--- config.mk ---
export PLATFORM = sky130hd
export DESIGN_NAME = uart_periph
export DESIGN_NICKNAME = d
export VERILOG_FILES = /design/src/rtl/uart_periph.sv
export SDC_FILE = /design/constraint.sdc
export NUM_CORES = 1
export LEC_CHECK = 0
export ABC_AREA = 1
export ABC_CLOCK_PERIOD_IN_PS = 4550
export CORE_AREA = 3 3 148 150
export CTS_CLUSTER_SIZE = 14
export DETAILED_ROUTE_END_ITERATION = 12
export DIE_AREA = 0 0 151 153
export PLACE_DENSITY = 0.8
export SLEW_MARGIN = 10
export SYNTH_ARGS = -nofsm -noshare
export SYNTH_HDL_FRONTEND = slang
export SYNTH_SLANG_ARGS = --single-unit
--- constraint.sdc ---
create_clock -name clk_i -period 4.55 [get_ports clk_i]
set_clock_uncertainty 0.15 [all_clocks]
set_input_delay 0.91 -clock clk_i [delete_from_list [all_inputs] [get_ports clk_i]]
set_output_delay 0.91 -clock clk_i [all_outputs]
set_load 0.01 [all_outputs]
--- src/rtl/uart_periph.sv ---
// Memory-mapped UART: register file, TX/RX byte FIFOs and 8N1 serialiser/deserialiser.
// Define UART_PARITY_EN to add an optional parity bit (CTRL[4] enable, CTRL[5] odd).

module uart_fifo #(
  parameter int DEPTH = 8
) (
  input  logic       clk_i,
  input  logic       rst_i,
  input  logic       push_i,
  input  logic       pop_i,
  input  logic [7:0] din_i,
  output logic [7:0] dout_o,
  output logic       full_o,
  output logic       empty_o
);
  localparam int AW = $clog2(DEPTH);

  logic [7:0]    mem_q [DEPTH];
  logic [AW-1:0] wr_ptr_q, rd_ptr_q;
  logic [AW:0]   count_q;
  logic          do_push, do_pop;

  assign full_o  = (count_q == (AW+1)'(DEPTH));
  assign empty_o = (count_q == '0);
  assign do_push = push_i & ~full_o;
  assign do_pop  = pop_i & ~empty_o;
  assign dout_o  = mem_q[rd_ptr_q];

  always_ff @(posedge clk_i) begin
    if (do_push) mem_q[wr_ptr_q] <= din_i;
  end

  always_ff @(posedge clk_i or negedge rst_i) begin
    if (!rst_i) begin
      wr_ptr_q <= '0;
      rd_ptr_q <= '0;
      count_q  <= '0;
    end else begin
      if (do_push) wr_ptr_q <= wr_ptr_q + AW'(1);
      if (do_pop)  rd_ptr_q <= rd_ptr_q + AW'(1);
      count_q <= count_q + {{AW{1'b0}}, do_push} - {{AW{1'b0}}, do_pop};
    end
  end
endmodule

module uart_periph #(
  parameter int          FIFO_DEPTH = 8,
  parameter logic [15:0] CPB_RESET  = 16'd868
) (
  input  logic        clk_i,
  input  logic        rst_i,
  input  logic        we_i,
  input  logic        rd_i,
  input  logic [3:0]  be_i,
  input  logic [5:0]  addr_i,
  input  logic [31:0] wdata_i,
  output logic [31:0] rdata_o,
  output logic        tx_o,
  input  logic        rx_i,
  output logic        irq_o
);
  localparam logic [5:0] A_CPB = 6'h00, A_CTRL = 6'h04, A_STAT = 6'h08, A_TDR = 6'h0C, A_RDR = 6'h10;

  typedef enum logic [2:0] {TX_IDLE, TX_START, TX_DATA, TX_PAR, TX_STOP} tx_state_e;
  typedef enum logic [2:0] {RX_IDLE, RX_START, RX_DATA, RX_PAR, RX_STOP, RX_BREAK} rx_state_e;

  logic [15:0] cpb_q, cpb_d;
  logic [5:0]  ctrl_q, ctrl_d;
  logic        ovr_q, ferr_q, perr_q, irq_q;
  logic [2:0]  w1c;
  logic        tdr_push;
  logic        parity_en, parity_odd;

`ifdef UART_PARITY_EN
  localparam logic [5:0] CTRL_MASK = 6'h3F;
  assign parity_en  = ctrl_q[4];
  assign parity_odd = ctrl_q[5];
`else
  localparam logic [5:0] CTRL_MASK = 6'h0F;
  assign parity_en  = 1'b0;
  assign parity_odd = 1'b0;
`endif

  logic tx_en, rx_en;
  assign tx_en = ctrl_q[0];
  assign rx_en = ctrl_q[1];

  logic       tx_full, tx_empty, tx_pop, rx_full, rx_empty, rx_push, rx_pop;
  logic [7:0] tx_head, rx_head;

  tx_state_e   tx_state_q, tx_state_d;
  logic [15:0] tx_cnt_q, tx_cnt_d;
  logic [2:0]  tx_idx_q, tx_idx_d;
  logic [7:0]  tx_data_q, tx_data_d;
  logic        tx_bit_q, tx_bit_d;
  logic        tx_tick, tx_busy, start_frame;

  rx_state_e   rx_state_q, rx_state_d;
  logic [15:0] rx_cnt_q, rx_cnt_d;
  logic [2:0]  rx_idx_q, rx_idx_d;
  logic [7:0]  rx_shift_q, rx_shift_d;
  logic        rx_par_bad_q, rx_par_bad_d;
  logic        rx_s1_q, rx_s2_q, rx_prev_q, rx_tick;
  logic        set_ovr, set_ferr, set_perr;

  logic unused_bits;
  assign unused_bits = ^{be_i[3:2], wdata_i[31:16]};

  assign rx_pop = rd_i & (addr_i == A_RDR);

  uart_fifo #(.DEPTH(FIFO_DEPTH)) u_tx_fifo (
    .clk_i(clk_i), .rst_i(rst_i), .push_i(tdr_push), .pop_i(tx_pop), .din_i(wdata_i[7:0]),
    .dout_o(tx_head), .full_o(tx_full), .empty_o(tx_empty)
  );

  uart_fifo #(.DEPTH(FIFO_DEPTH)) u_rx_fifo (
    .clk_i(clk_i), .rst_i(rst_i), .push_i(rx_push), .pop_i(rx_pop), .din_i(rx_shift_q),
    .dout_o(rx_head), .full_o(rx_full), .empty_o(rx_empty)
  );

  always_comb begin
    cpb_d    = cpb_q;
    ctrl_d   = ctrl_q;
    w1c      = '0;
    tdr_push = 1'b0;
    if (we_i) begin
      case (addr_i)
        A_CPB: begin
          if (be_i[0]) cpb_d[7:0]  = wdata_i[7:0];
          if (be_i[1]) cpb_d[15:8] = wdata_i[15:8];
          // Baud counters need at least a few clocks per bit for the half-bit sample.
          if (cpb_d < 16'd4) cpb_d = 16'd4;
        end
        A_CTRL:  if (be_i[0]) ctrl_d = wdata_i[5:0] & CTRL_MASK;
        A_STAT:  if (be_i[0]) w1c = wdata_i[7:5];
        A_TDR:   tdr_push = be_i[0];
        default: ;
      endcase
    end
  end

  always_comb begin
    rdata_o = '0;
    case (addr_i)
      A_CPB:   rdata_o = {16'b0, cpb_q};
      A_CTRL:  rdata_o = {26'b0, ctrl_q};
      A_STAT:  rdata_o = {24'b0, perr_q, ferr_q, ovr_q, tx_busy, rx_empty, rx_full, tx_empty, tx_full};
      A_RDR:   rdata_o = rx_empty ? 32'b0 : {24'b0, rx_head};
      default: rdata_o = '0;
    endcase
  end

  assign tx_tick = (tx_cnt_q == '0);
  assign tx_busy = (tx_state_q != TX_IDLE);
  assign tx_o    = tx_bit_q;

  always_comb begin
    tx_state_d  = tx_state_q;
    tx_cnt_d    = tx_cnt_q;
    tx_idx_d    = tx_idx_q;
    tx_data_d   = tx_data_q;
    tx_bit_d    = tx_bit_q;
    tx_pop      = 1'b0;
    start_frame = 1'b0;
    if (tx_state_q != TX_IDLE) tx_cnt_d = tx_tick ? cpb_q - 16'd1 : tx_cnt_q - 16'd1;
    case (tx_state_q)
      TX_IDLE:  start_frame = tx_en & ~tx_empty;
      TX_START: if (tx_tick) begin
        tx_state_d = TX_DATA;
        tx_idx_d   = '0;
        tx_bit_d   = tx_data_q[0];
      end
      TX_DATA: if (tx_tick) begin
        if (tx_idx_q == 3'd7) begin
          if (parity_en) begin
            tx_state_d = TX_PAR;
            tx_bit_d   = (^tx_data_q) ^ parity_odd;
          end else begin
            tx_state_d = TX_STOP;
            tx_bit_d   = 1'b1;
          end
        end else begin
          tx_idx_d = tx_idx_q + 3'd1;
          tx_bit_d = tx_data_q[tx_idx_q + 3'd1];
        end
      end
      TX_PAR: if (tx_tick) begin
        tx_state_d = TX_STOP;
        tx_bit_d   = 1'b1;
      end
      TX_STOP: if (tx_tick) begin
        // Chain straight into the next start bit so bursts have no idle gap.
        if (tx_en && !tx_empty) start_frame = 1'b1;
        else tx_state_d = TX_IDLE;
      end
      default: tx_state_d = TX_IDLE;
    endcase
    if (start_frame) begin
      tx_pop     = 1'b1;
      tx_data_d  = tx_head;
      tx_state_d = TX_START;
      tx_cnt_d   = cpb_q - 16'd1;
      tx_bit_d   = 1'b0;
    end
  end

  assign rx_tick = (rx_cnt_q == '0);

  always_comb begin
    rx_state_d   = rx_state_q;
    rx_cnt_d     = rx_cnt_q;
    rx_idx_d     = rx_idx_q;
    rx_shift_d   = rx_shift_q;
    rx_par_bad_d = rx_par_bad_q;
    rx_push      = 1'b0;
    set_ovr      = 1'b0;
    set_ferr     = 1'b0;
    set_perr     = 1'b0;
    if (rx_state_q != RX_IDLE && rx_state_q != RX_BREAK)
      rx_cnt_d = rx_tick ? cpb_q - 16'd1 : rx_cnt_q - 16'd1;
    if (!rx_en) begin
      rx_state_d = RX_IDLE;
    end else begin
      case (rx_state_q)
        RX_IDLE: if (rx_prev_q && !rx_s2_q) begin
          rx_state_d   = RX_START;
          rx_cnt_d     = (cpb_q >> 1) - 16'd1;
          rx_par_bad_d = 1'b0;
        end
        RX_START: if (rx_tick) begin
          if (rx_s2_q) rx_state_d = RX_IDLE;
          else begin
            rx_state_d = RX_DATA;
            rx_idx_d   = '0;
          end
        end
        RX_DATA: if (rx_tick) begin
          rx_shift_d = {rx_s2_q, rx_shift_q[7:1]};
          rx_idx_d   = rx_idx_q + 3'd1;
          if (rx_idx_q == 3'd7) rx_state_d = parity_en ? RX_PAR : RX_STOP;
        end
        RX_PAR: if (rx_tick) begin
          rx_par_bad_d = (((^rx_shift_q) ^ parity_odd) != rx_s2_q);
          rx_state_d   = RX_STOP;
        end
        RX_STOP: if (rx_tick) begin
          if (!rx_s2_q) begin
            set_ferr   = 1'b1;
            rx_state_d = RX_BREAK;
          end else begin
            rx_state_d = RX_IDLE;
            if (rx_par_bad_q)  set_perr = 1'b1;
            else if (rx_full)  set_ovr  = 1'b1;
            else               rx_push  = 1'b1;
          end
        end
        RX_BREAK: if (rx_s2_q) rx_state_d = RX_IDLE;
        default:  rx_state_d = RX_IDLE;
      endcase
    end
  end

  always_ff @(posedge clk_i or negedge rst_i) begin
    if (!rst_i) begin
      cpb_q        <= CPB_RESET;
      ctrl_q       <= '0;
      ovr_q        <= 1'b0;
      ferr_q       <= 1'b0;
      perr_q       <= 1'b0;
      irq_q        <= 1'b0;
      tx_state_q   <= TX_IDLE;
      tx_cnt_q     <= '0;
      tx_idx_q     <= '0;
      tx_data_q    <= '0;
      tx_bit_q     <= 1'b1;
      rx_state_q   <= RX_IDLE;
      rx_cnt_q     <= '0;
      rx_idx_q     <= '0;
      rx_shift_q   <= '0;
      rx_par_bad_q <= 1'b0;
      rx_s1_q      <= 1'b1;
      rx_s2_q      <= 1'b1;
      rx_prev_q    <= 1'b1;
    end else begin
      cpb_q        <= cpb_d;
      ctrl_q       <= ctrl_d;
      ovr_q        <= (ovr_q & ~w1c[0]) | set_ovr;
      ferr_q       <= (ferr_q & ~w1c[1]) | set_ferr;
      perr_q       <= (perr_q & ~w1c[2]) | set_perr;
      irq_q        <= (ctrl_q[2] & ~rx_empty) | (ctrl_q[3] & tx_empty & ~tx_busy);
      tx_state_q   <= tx_state_d;
      tx_cnt_q     <= tx_cnt_d;
      tx_idx_q     <= tx_idx_d;
      tx_data_q    <= tx_data_d;
      tx_bit_q     <= tx_bit_d;
      rx_state_q   <= rx_state_d;
      rx_cnt_q     <= rx_cnt_d;
      rx_idx_q     <= rx_idx_d;
      rx_shift_q   <= rx_shift_d;
      rx_par_bad_q <= rx_par_bad_d;
      rx_s1_q      <= rx_i;
      rx_s2_q      <= rx_s1_q;
      rx_prev_q    <= rx_s2_q;
    end
  end

  assign irq_o = irq_q;
endmodule

==> run_results.csv <==
group,metric,value,unit
run_status,outcome,"finished, final reports clean",
yosys,synth_seq_cells,237,
cells_and_area,fin_util,66.3,%
cells_and_area,design_area,13800,sq um
global_route,grt_pass1_wl,48000,microns
pwr,ir_drop,401,uV
route,routed.top_layer,"met5",
route,wl_met2,13800,microns
global_route,grt_pass1_vias,9503,
route,drtAntennaViolNets,0,
die,dieArea,23100,sq um
cts,ctsResizeCount,0,
cts,cts_sinks,237,
cts,cts_tree,"built",
pwr,p_sw,2.64,mW
pwr,power.share.sequential,40.6,%
worst_setup_path,worstPathRequired,3.49,ns
timing,setup_tns,0,ns
timing,tightest_slew,1.04,ns
cts,cts.clk_slew.worst_paths,0.06,ns
route,drtIter0Drc,915,
route,num_vias,9749,
global_route,gr-usage-all-layers,25.6,%
worst_setup_path,crit_fanout,5,
die,chipHeight,153,microns
pwr,p_comb_share,31.0,%
cts,cts_root_buffer,"clkbuf_16",
pwr,power,7.19,mW
timing,finalSetupViolCount,0,
hold_path,worstHoldPathType,"in2async",
route,wl,29200,microns
global_route,grt_max_degree,45,
cells_and_area,area_delta_synth_final,12.0,%
global_route,grt_overflow_total,0,
timing,slew_viol_final,0,
route,wl_per_cell,16.7,microns
route,met1_length,12800,microns
yosys,ys_seq_area_share,53.4,%
timing,holdWs,0.160,ns
yosys,netlist_instances,1400,
global_route,antenna_found_initial,1,
yosys,synth_edf_count,128,
route,drt_pass1_iterations,6,
cells_and_area,n_fill_cell,1668,
cells_and_area,diodes,0,
yosys,synth_area,12300,sq um
worst_setup_path,cp.arrival,3.18,ns
cts,cts_buffer_depth,3,
worst_setup_path,critPathLaunchType,"input port",
cts,clk_latency,0.53,ns
timing,relSlewSlack,30.7,%
die,ios,81,
timing,post-route-period-util,93.1,%
cells_and_area,register_area,6580,sq um
yosys,synth_flop_cell,"edfxtp_1",
place,gp_congestion,0.931,
worst_setup_path,end_kind,"primary output",
cts,cts.htree.levels,1,
yosys,synth_warnings,0,
pwr,p_per_area,521,nW/um^2
pwr,internal_power,4.55,mW
pwr,p_leak,5.68,nW
timing,rsz0062_at_grt,"false",
worst_setup_path,critPathKind,"in2out",
place,port_buffers,46,
timing,finalCriticalPeriod,4.24,ns
cells_and_area,multi_input_area,5010,sq um
die,start_util,59.2,%
pwr,clkPwrFrac,28.4,%
place,place_area,13000,sq um
timing,hold_violations,0,
cts,numCtsBuffers,25,
cts,hold_buffers,0,
route,wl_met3,1740,microns
yosys,synthArstFlopShare,46.0,%
route,vias_per_cell,5.59,
flow_run,maxCapViolCount,0,
cells_and_area,nets,1524,
route,drc,0,
yosys,synth_cell_types,49,
cts,cts_setup_buffers,0,
die,num_rows,53,
pwr,swShare,36.7,%
yosys,syn_avg_cell_area,8.80,sq um
die,core-area,20800,sq um
place,place_hpwl,20300,microns
cells_and_area,final_layout_size_suffix_gt1_share,7.97,%
timing,fmax,236,MHz
die,die_w,151,microns
routing by layer:
metal | global-route usage (%) | vias to the layer above
met4 | 7.34 | 2
met3 | 3.68 | 66
met2 | 41.4 | 324
li1 | - | 4755
met1 | 36.4 | 4602
met5 | 0 | -
kinds of logic (layout without fill, tap and decap cells):
family | count (synthesis) | count (layout) | share of synthesized area [%]
other | 1 | 16 | 0.0304
XOR/XNOR | 36 | 36 | 2.56
AO/OA/AOI/OAI | 236 | 236 | 11.0
buffers and inverters | 179 | 232 | 6.41
multiplexers | 2 | 2 | 0.173
adder cells (fa/ha/maj) | 28 | 28 | 2.96
AND/OR/NAND/NOR | 681 | 681 | 23.5
flip-flops | 237 | 237 | 53.4
worst paths after layout:
| kind | start | end | slack [ns] | cells past startpoint |
|---|---|---|---|---|
| setup / recovery | addr_i[5] | rdata_o[4] | 0.31 | 6 |
| hold / removal | rst_i | tx_cnt_q[13] | 0.16 | 1 |
| setup reg to reg | tx_cnt_q[0] | u_tx_fifo.count_q[2] | 1.41 | 14 |
| hold reg to reg | rx_s1_q | rx_s2_q | 0.20 | 0 |
| max in group asynchronous | rst_i | u_tx_fifo.wr_ptr_q[2] | 3.17 | 2 |
| min in group clk_i | rx_s1_q | rx_s2_q | 0.20 | 0 |
worst max-delay path: stages:
cell and delay [ns]:
clkdlybuf4s50_1 0.41, or2_2 0.31, nor2_1 0.36, inv_1 0.19, o221ai_1 0.35, clkdlybuf4s50_1 0.63
flip-flops by register name, indices dropped and copies added (netlist names), 8 cells and up:
register,flops
u_tx_fifo.mem_q,64
rx_cnt_q,16
tx_data_q,8
tx_cnt_q,16
rx_shift_q,8
cpb_q,16
u_rx_fifo.mem_q,64
area by class of cell:
class / instances / share of cell area, %
clock buffer: 30 / 4.74
clock inverter: 16 / 1.21
inverter: 124 / 3.37
multi-input combinational: 999 / 36.3
sequential: 237 / 47.7
tap: 275 / 2.49
timing repair buffer: 62 / 4.19
synthesized netlist by cell type, drive strengths merged, types with 4 or more instances:
| cell | number | area, sq um |
|---|---|---|
| nor2 | 211 | 852 |
| or2 | 4 | 27.5 |
| buf | 36 | 253 |
| o211ai | 6 | 45.0 |
| ha | 26 | 325 |
| a21oi | 57 | 289 |
| dfstp | 9 | 236 |
| o32ai | 16 | 140 |
| a22oi | 7 | 52.6 |
| nand2 | 343 | 1300 |
| clkbuf | 19 | 71.3 |
| xor2 | 22 | 193 |
| o221ai | 15 | 131 |
| nand3 | 88 | 473 |
| inv | 122 | 458 |
| o21ai | 130 | 662 |
| nor3 | 21 | 139 |
| xnor2 | 14 | 123 |
| nand3b | 6 | 48.8 |
| nand4 | 5 | 31.3 |
| dfrtp | 100 | 2500 |
| edfxtp | 128 | 3840 |
layout by cell type, fill, tap and decap left out, types with 25 or more instances in the layout:
master           synthesis  layout
nand2_1                338     338
nor2_1                 193     193
edfxtp_1               128     128
o21ai_0                119     119
inv_1                  111     111
dfrtp_1                100     100
nand3_1                 83      83
a21oi_1                 56      56
clkdlybuf4s50_1          0      45
ha_1                    26      26
clkbuf_16                0      25
per-stage QoR:
step,worst slack [ns],cells
after CTS,0.259,1743
after global placement,0.401,1697
final,0.315,1743
after global routing,0.138,1743
after floorplan,1.58,1415
after detailed placement,0.270,1697
power groups by stage:
stage                     sequential, mW  clock, mW  combinational (mW)
after floorplan                     2.82          0                1.77
after global placement              2.93          0                2.13
after detailed placement            2.94          0                2.20
after CTS                           2.91       2.06                2.23
after global routing                2.96       2.15                2.57
final                               2.92       2.04                2.23
Power figures use the tool's default switching activity.
